### config.mk
export PLATFORM = sky130hd
export DESIGN_NAME = cache_rd_arbiter
export DESIGN_NICKNAME = d
export VERILOG_FILES = /design/src/rtl/cache_rd_arbiter.sv
export SDC_FILE = /design/constraint.sdc
export NUM_CORES = 1
export LEC_CHECK = 0
export BUFFER_PORTS_ARGS = -buffer_cell sky130_fd_sc_hd__buf_2
export CAP_MARGIN = 0
export CELL_PAD_IN_SITES_DETAIL_PLACEMENT = 1
export CELL_PAD_IN_SITES_GLOBAL_PLACEMENT = 2
export CORE_ASPECT_RATIO = 0.9
export CORE_MARGIN = 2
export CORE_UTILIZATION = 21
export CTS_CLUSTER_SIZE = 24
export DETAILED_ROUTE_END_ITERATION = 16
export PLACE_DENSITY_LB_ADDON = 0.1
export RECOVER_POWER = 50
export SETUP_SLACK_MARGIN = 0.02
export SLEW_MARGIN = 20
export SYNTH_ARGS = -nofsm -noshare
export SYNTH_HDL_FRONTEND = slang
export SYNTH_SLANG_ARGS = --single-unit
export TNS_END_PERCENT = 50
### constraint.sdc
create_clock -name clk -period 4.08 [get_ports clk]
set_input_delay 0.408 -clock clk [delete_from_list [all_inputs] [get_ports clk]]
set_output_delay 0.408 -clock clk [all_outputs]
set_load 0.005 [all_outputs]
### src/rtl/cache_rd_arbiter.sv
// Round-robin arbiter sharing one cache-side AXI read channel between N_MASTER caches.
// One transaction in flight; return beats are routed only to the granted master.
module cache_rd_arbiter #(
  parameter int unsigned N_MASTER = 2,
  parameter int unsigned ADDR_W   = 32
) (
  input  logic                         clk,
  input  logic                         reset,
  input  logic [N_MASTER-1:0]          m_rd_req,
  input  logic [3*N_MASTER-1:0]        m_rd_type,
  input  logic [ADDR_W*N_MASTER-1:0]   m_rd_addr,
  output logic [N_MASTER-1:0]          m_rd_rdy,
  output logic [N_MASTER-1:0]          m_ret_valid,
  output logic [N_MASTER-1:0]          m_ret_last,
  output logic [31:0]                  m_ret_data,
  output logic                         rd_req,
  output logic [2:0]                   rd_type,
  output logic [ADDR_W-1:0]            rd_addr,
  input  logic                         rd_rdy,
  input  logic                         ret_valid,
  input  logic                         ret_last,
  input  logic [31:0]                  ret_data,
  output logic                         proto_err
);

  localparam int unsigned PTR_W = (N_MASTER > 1) ? $clog2(N_MASTER) : 1;
  localparam logic [PTR_W:0] N_EXT = (PTR_W + 1)'(N_MASTER);

  typedef enum logic [1:0] {StIdle, StReq, StResp} state_e;

  state_e              state_q, state_d;
  logic [PTR_W-1:0]    grant_q, grant_d;
  logic [PTR_W-1:0]    rr_ptr_q, rr_ptr_d;
  logic [2:0]          type_q, type_d;
  logic [ADDR_W-1:0]   addr_q, addr_d;
  logic [2:0]          beat_cnt_q, beat_cnt_d;
  logic                proto_err_q, proto_err_d;

  logic [2*N_MASTER-1:0] req_dbl, req_rot;
  logic [PTR_W-1:0]      off;
  logic [PTR_W:0]        win_sum, nxt_sum;
  logic [PTR_W-1:0]      win, next_ptr;
  logic [3:0]            beat_num, exp_beats;
  logic                  at_expected;
  logic                  err;

  // Rotate requests so bit 0 is the master at rr_ptr; first set bit is the winner's offset.
  assign req_dbl = {m_rd_req, m_rd_req};
  assign req_rot = req_dbl >> rr_ptr_q;

  // Priority scan from rr_ptr upward (wrapping), then fold offset back to a master index.
  always_comb begin
    off = '0;
    for (int i = N_MASTER - 1; i >= 0; i--) begin
      if (req_rot[i]) off = PTR_W'(i);
    end
    win_sum = {1'b0, rr_ptr_q} + {1'b0, off};
    win     = (win_sum >= N_EXT) ? PTR_W'(win_sum - N_EXT) : PTR_W'(win_sum);
    nxt_sum = {1'b0, grant_q} + (PTR_W + 1)'(1);
    next_ptr = (nxt_sum >= N_EXT) ? PTR_W'(nxt_sum - N_EXT) : PTR_W'(nxt_sum);
  end

  // Beat accounting: a line read expects 4 beats, anything else expects 1.
  assign beat_num    = {1'b0, beat_cnt_q} + 4'd1;
  assign exp_beats   = (type_q == 3'b100) ? 4'd4 : 4'd1;
  assign at_expected = (beat_num == exp_beats);

  // Next-state logic and protocol checking.
  always_comb begin
    state_d    = state_q;
    grant_d    = grant_q;
    rr_ptr_d   = rr_ptr_q;
    type_d     = type_q;
    addr_d     = addr_q;
    beat_cnt_d = beat_cnt_q;
    err        = 1'b0;
    unique case (state_q)
      StIdle: begin
        if (ret_valid || rd_rdy) err = 1'b1;
        if (|m_rd_req) begin
          grant_d = win;
          type_d  = m_rd_type[3*win +: 3];
          addr_d  = m_rd_addr[ADDR_W*win +: ADDR_W];
          state_d = StReq;
        end
      end
      StReq: begin
        // A beat before acceptance is illegal, but the accept itself still goes through.
        if (ret_valid) err = 1'b1;
        if (rd_rdy) begin
          beat_cnt_d = '0;
          state_d    = StResp;
        end
      end
      StResp: begin
        if (ret_valid) begin
          if (beat_cnt_q != 3'd7) beat_cnt_d = beat_cnt_q + 3'd1;
          if (ret_last != at_expected) err = 1'b1;
          // An early last still closes the transaction.
          if (ret_last) begin
            rr_ptr_d = next_ptr;
            state_d  = StIdle;
          end
        end
      end
      default: state_d = StIdle;
    endcase
    proto_err_d = proto_err_q | err;
  end

  // State registers with synchronous reset; a reset abandons any open transaction.
  always_ff @(posedge clk) begin
    if (reset) begin
      state_q     <= StIdle;
      grant_q     <= '0;
      rr_ptr_q    <= '0;
      type_q      <= '0;
      addr_q      <= '0;
      beat_cnt_q  <= '0;
      proto_err_q <= 1'b0;
    end else begin
      state_q     <= state_d;
      grant_q     <= grant_d;
      rr_ptr_q    <= rr_ptr_d;
      type_q      <= type_d;
      addr_q      <= addr_d;
      beat_cnt_q  <= beat_cnt_d;
      proto_err_q <= proto_err_d;
    end
  end

  assign rd_req    = (state_q == StReq);
  assign rd_type   = type_q;
  assign rd_addr   = addr_q;
  assign proto_err = proto_err_q;

  // Per-master handshake routing: only the granted master sees accept and return beats.
  always_comb begin
    m_rd_rdy    = '0;
    m_ret_valid = '0;
    m_ret_last  = '0;
    m_ret_data  = '0;
    if (state_q == StReq) m_rd_rdy[grant_q] = rd_rdy;
    if (state_q == StResp) begin
      m_ret_valid[grant_q] = ret_valid;
      m_ret_last[grant_q]  = ret_last;
      m_ret_data           = ret_data;
    end
  end

endmodule
==> reports/qor.txt, run 1 <==
status -> finished with violations
failing checks -> capacitance limit, slew limit
H-tree levels -> 2
largest family of logic cells by synthesized area -> simple AND/OR/NAND/NOR gates
Synth Area in Compound Gates -> 15.1%
Syn Nets -> 368
Seq pwr share -> 40.2%
die area -> 0.0116 mm^2
Initial Util -> 21.8%
core area -> 0.0104 mm^2
First-pass DRT Iterations -> 4
setup TNS -> 0 ns
Yosys reg bits -> 43
Row Count -> 35
Cell Area, Synth -> 0.00226 mm^2
post-synthesis sequential area ratio -> 38.0%
CTS clk-pin slew, worst paths -> 0.06 ns
final WL -> 7440 um
CTS Hold Bufs -> 0
vias per cell -> 4.27
critical path's slowest cell -> clkbuf_2
CP bufs+invs -> 1
clk root buf -> clkbuf_16
routed len/inst -> 13.3 um
initial antenna violation count -> 0
RSZ-0062 raised after global routing -> no
max-cap viol count -> 1
yosys warns -> 0
final worst-path cycle share -> 61.2%
ANT cells -> 0
grt total ovfl -> 0
Synth area leader -> dfxtp_1
multiplexer share of the synthesized area -> 16.8%
die height -> 102 um
crit-path max cell delay -> 1.05 ns
Post-synth EDFFs -> 0
post-route ant nets -> 0
maximum root-to-sink buffer count -> 2
vias in the first global route -> 2346
Setup Skew -> 0.00330 ns
Worst Path Arrival -> 2.68 ns
worst-path fanout max -> 67
Worst Path Required -> 4.27 ns
Synth top area share -> 38.0%
Final setup viols -> 0
CTS Buf Count -> 5
most frequent cell after synthesis -> nor2_1
Placer Congestion -> 0.718
average size of a mapped cell -> 8.81 um^2
die width -> 113 um
Comb pwr share -> 22.0%
Post-CTS Repair Setup Buffers -> 0
fmax -> 0.401 GHz
leak pwr -> 1.66 nW
Ports -> 184
DR vias -> 2388
Syn Inst Count -> 257
layout cells sized above 1 -> 38.8%
CTS tree -> done
pin count of the biggest net entering global routing -> 68
Pwr Density -> 365 mW/mm^2
Slew @ Worst Pin -> 1.53 ns
area post-placement -> 0.00324 mm^2
CP Capture Type -> register
worst hold path class -> primary input to register
max-slew violation count -> 27
first-pass GRT wire length -> 11700 um
fraction of registers with async set/reset -> 0%
peak supply drop -> 0.000160 V
clock power share -> 37.8%
count of different cell masters after synthesis -> 30
Int Power -> 0.902 mW
switch share -> 26.6%
Crit Path Class -> register to register
largest cells by area after synthesis -> dfxtp_1 (38%), mux2i_1 (17%), a211oi_1 (12%)
Area Growth Syn to Fin -> 48.9%
DRC -> 0
post-synthesis adder-cell area fraction -> 1.60%
fin area -> 0.00337 mm^2
input/output buffers -> 183
All-Layer GR Usage -> 12.4%
critical-path cell list -> nor3_1, clkbuf_2, nor2_1, a211oi_1
top post-synthesis cells by count -> nor2_1 (48), dfxtp_1 (43), mux2i_1 (38)
sw power -> 0.327 mW
final hold viol count -> 0
later-pin clock latency in the skew report -> 0.28 ns
post-synthesis simple-gate area fraction -> 22.7%
# clock sinks -> 43
XOR/XNOR share of the synthesized area -> 0%
HPWL after DPL -> 5760 um
Top Family by Delay on Critical Path -> buffers and inverters
initial DRC count -> 63
ys flop type -> dfxtp_1
Tmin final -> 2.50 ns
Final #Nets -> 540
CP Launch Type -> register
Post-CTS Resized -> 0
Max-slew headroom -> -1.68%
## worst reg2reg max path: stages, from the launching register on
cell	delay [ns]
dfxtp_1	0.33
nor3_1	0.65
clkbuf_2	1.06
nor2_1	0.13
a211oi_1	0.24
## logic make-up after synthesis
kind of cell,count (synthesis)
flip-flops,43
adder cells (fa/ha/maj),3
AO/OA/AOI/OAI,46
buffers and inverters,25
multiplexers,38
AND/OR/NAND/NOR,102
## layout make-up
type                    count  area, um^2
clock buffers               6         139
clock inverters             2        35.0
fillers                  1311        7010
inverters                   5        18.8
multi-input cells         189        1260
flip-flops and latches     43         861
well taps                 129         161
repair buffers            185         895
## per-layer routing
layer / global-route usage, % / wire length, um / share of wire, % / vias to the layer above
met5: 0 / 0 / 0 / -
met4: 1.97 / 31 / 0.42 / 0
met3: 3.47 / 542 / 7.3 / 2
met2: 21.3 / 3520 / 47 / 84
met1: 16.1 / 3350 / 45 / 1058
li1: - / - / - / 1244
## final timing paths
| path | depth (start not counted) | from | slack, ns | to |
|---|---|---|---|---|
| hold reg to reg | 2 | rd_addr[9] | 0.50 | rd_addr[9] |
| hold / removal | 3 | m_rd_addr[16] | 0.47 | rd_addr[16] |
| setup / recovery | 4 | state_q[0] | 1.58 | rd_addr[26] |
| setup reg to reg | 4 | state_q[0] | 1.58 | rd_addr[26] |
## state kept, by name (all words and copies together), names as in the netlist
name / cells
rd_addr: 32
beat_cnt_q: 3
rd_type: 3
state_q: 2
grant_q: 1
proto_err: 1
rr_ptr_q: 1
## layout by cell type, fill, tap and decap left out, drive strengths merged
master,synthesis,layout
o21bai,1,1
maj3,1,1
nand2b,4,4
mux2i,38,38
ha,2,2
or3,1,1
nand3b,1,1
a2111oi,1,1
buf,8,157
clkinv,0,1
nor2,48,48
o21a,1,1
inv,5,5
nor2b,1,1
a21oi,4,4
a32oi,1,1
o21ai,1,1
nor4,1,1
a211oi,35,35
dfxtp,43,43
and2b,1,1
a31oi,1,1
nor3,3,3
clkbuf,12,34
nand2,7,7
nor4b,1,1
o41ai,1,1
bufinv,0,1
and2,34,34
## stage by stage
step | hold WS (ns) | setup slack [ns] | instances | power [mW] | util [%]
after global routing | 0.473 | 1.19 | 559 | 1.31 | 32.5
after floorplan | 0.486 | 2.43 | 257 | 0.653 | -
after global placement | 0.485 | 1.94 | 551 | 0.784 | 31.3
after detailed placement | 0.491 | 1.90 | 551 | 0.790 | 31.3
final | 0.468 | 1.58 | 559 | 1.23 | 32.5
after CTS | 0.465 | 1.60 | 559 | 1.26 | 32.9
## power by group through the flow
stage	clock network [mW]	registers (mW)	logic, mW
floorplan	0	0.506	0.147
global placement	0	0.503	0.281
detailed placement	0	0.504	0.286
CTS	0.482	0.495	0.286
global route	0.505	0.501	0.308
finish	0.464	0.495	0.270
No activity file was read; power rests on OpenSTA's default activity.
==> run 2, diff against run 1 <==
--- a/config.mk
+++ b/config.mk
@@ -11,7 +11,7 @@
 export CELL_PAD_IN_SITES_GLOBAL_PLACEMENT = 2
 export CORE_ASPECT_RATIO = 0.9
 export CORE_MARGIN = 2
-export CORE_UTILIZATION = 21
+export CORE_UTILIZATION = 18
 export CTS_CLUSTER_SIZE = 24
 export DETAILED_ROUTE_END_ITERATION = 16
 export PLACE_DENSITY_LB_ADDON = 0.1
==> constraint.sdc (replaced) <==
create_clock -name clk -period 2.1 [get_ports clk]
set_input_delay 0.21 -clock clk [delete_from_list [all_inputs] [get_ports clk]]
set_output_delay 0.21 -clock clk [all_outputs]
set_load 0.005 [all_outputs]
==> reports/qor.txt, run 2 (synthesized netlist as in run 1, its figures left out) <==
Largest register FFs -> 32 (unchanged)
Initial Util -> 18.6% (was 21.8%)
switch share -> 28.8% (was 26.6%)
Worst Path Required -> 2.29 ns (was 4.27 ns)
status -> complete, no violations (was finished with violations)
first-pass GRT wire length -> 11900 um (was 11700 um)
CP Launch Type -> register (unchanged)
post-placement worst setup slack -> 0.215 ns (was 1.90 ns)
final WL -> 8000 um (was 7440 um)
First-pass DRT Iterations -> 4 (unchanged)
Pwr Density -> 655 mW/mm^2 (was 365 mW/mm^2)
Crit Path Class -> register to register (unchanged)
non-filler instance count after layout -> 593 (was 559)
CP Capture Type -> register (unchanged)
ANT cells -> 0 (unchanged)
Slew @ Worst Pin -> 0.884 ns (was 1.53 ns)
Row Count -> 38 (was 35)
commonest non-fill, non-tap cells in the layout -> buf_2 (150), nor2_1 (48), dfxtp_1 (43) (was buf_2 (156), nor2_1 (48), dfxtp_1 (43))
crit-path max cell delay -> 0.73 ns (was 1.05 ns)
H-tree levels -> 2 (unchanged)
vias in the first global route -> 2335 (was 2346)
sw power -> 0.642 mW (was 0.327 mW)
Int Power -> 1.59 mW (was 0.902 mW)
critical path's slowest cell -> clkbuf_2 (unchanged)
later-pin clock latency in the skew report -> 0.28 ns (about the same)
Post-CTS Resized -> 0 (unchanged)
Top Family by Delay on Critical Path -> buffers and inverters (unchanged)
Comb pwr share -> 24.1% (was 22.0%)
final hold viol count -> 0 (unchanged)
CP Depth -> 4 (unchanged)
worst-path fanout max -> 45 (was 67)
vias per cell -> 4.10 (was 4.27)
most common cell after layout, fill and taps aside -> buf_2 (unchanged)
DRC -> 0 (unchanged)
final worst-path cycle share -> 86.7% (was 61.2%)
max-slew violation count -> 0 (was 27)
die area -> 0.0135 mm^2 (was 0.0116 mm^2)
CP bufs+invs -> 1 (unchanged)
Power Total -> 2.23 mW (was 1.23 mW)
Max-slew headroom -> 41.1% (was -1.68%)
R2R depth -> 4 (unchanged)
worst hold path class -> primary input to register (unchanged)
register area -> 861 um^2 (unchanged)
core area -> 0.0122 mm^2 (was 0.0104 mm^2)
die height -> 110 um (was 102 um)
CTS clk-pin slew, worst paths -> 0.06 ns (about the same)
Ports -> 184 (unchanged)
Post-CTS Repair Setup Buffers -> 0 (unchanged)
die width -> 122 um (was 113 um)
WHS Path Cells -> 3 (unchanged)
routed len/inst -> 13.5 um (was 13.3 um)
leak pwr -> 1.64 nW (was 1.66 nW)
fin area -> 0.00341 mm^2 (was 0.00337 mm^2)
Final setup viols -> 0 (unchanged)
post-layout util -> 28.0% (was 32.5%)
input/output buffers -> 183 (unchanged)
Worst Path Arrival -> 2.01 ns (was 2.68 ns)
Area Growth Syn to Fin -> 50.5% (was 48.9%)
Setup Skew -> 0.00487 ns (was 0.00330 ns)
clk root buf -> clkbuf_16 (unchanged)
post-route ant nets -> 0 (unchanged)
Tmin final -> 1.82 ns (was 2.50 ns)
cell count after placement -> 587 (was 551)
critical-path cell list -> nor3_1, clkbuf_2, nor2_1, a211oi_1 (unchanged)
Seq pwr share -> 43.0% (was 40.2%)
max-cap viol count -> 0 (was 1)
# clock sinks -> 43 (unchanged)
CTS tree -> done (unchanged)
fillers -> 1517 (was 1311)
clock power share -> 32.9% (was 37.8%)
maximum root-to-sink buffer count -> 2 (unchanged)
worst hold margin -> 0.266 ns (was 0.468 ns)
Placer Congestion -> 0.715 (was 0.718)
HPWL after DPL -> 6410 um (was 5760 um)
setup TNS -> 0 ns (unchanged)
pin count of the biggest net entering global routing -> 46 (was 68)
Final #Nets -> 545 (was 540)
CTS Buf Count -> 5 (unchanged)
All-Layer GR Usage -> 11.4% (was 12.4%)
CTS Hold Bufs -> 0 (unchanged)
peak supply drop -> 0.000208 V (was 0.000160 V)
layout cells sized above 1 -> 37.9% (was 38.8%)
area post-placement -> 0.00333 mm^2 (was 0.00324 mm^2)
post-route setup slack -> 0.278 ns (was 1.58 ns)
initial DRC count -> 76 (was 63)
initial antenna violation count -> 0 (unchanged)
grt total ovfl -> 0 (unchanged)
RSZ-0062 raised after global routing -> no (unchanged)
DR vias -> 2430 (was 2388)
multi-input combinational cell area -> 0.00126 mm^2 (about the same)
fmax -> 0.549 GHz (was 0.401 GHz)
==> run 2: cell types whose count changed in the layout (fill, tap and decap cells not counted), sizes merged <==
cell,delta
buf,-2
bufinv,-1
clkinv,-1
clkbuf,+7
==> run 2: power by group through the flow <==
stage | clock network (mW) | registers (mW) | logic, mW
after global placement | 0 | 0.974 | 0.570
final | 0.735 | 0.960 | 0.537
after floorplan | 0 | 0.983 | 0.286
after global routing | 0.810 | 0.973 | 0.611
after CTS | 0.774 | 0.960 | 0.579
after detailed placement | 0 | 0.977 | 0.578
==> run 2: worst min-delay path, delay by kind of cell <==
kind | cells | cell delay (ns)
buffers and inverters | 1 | 0.10
multiplexers | 1 | 0.11
AO/OA/AOI/OAI | 1 | 0.08
==> run 2: worst paths after layout <==
check	end	start	slack [ns]
max	rd_addr[11]	state_q[0]	0.28
min	rd_addr[19]	m_rd_addr[19]	0.27
max reg2reg	rd_addr[11]	state_q[0]	0.28
min reg2reg	rd_addr[13]	rd_addr[13]	0.50
==> run 2: cell type report <==
class                      count  share of cell area, %
multi-input combinational    189                   37.1
timing repair buffer         190                   27.4
sequential                    43                   25.3
tap                          160                   5.88
clock buffer                   6                   3.78
inverter                       5                  0.551
==> run 2: per-layer routing <==
metal	global-route usage, %	vias up	part of all wire [%]
met2	19.4	81	48
met5	0	-	0
met4	3.20	0	1.2
li1	-	1247	-
met1	13.9	1092	44
met3	3.40	10	7.2
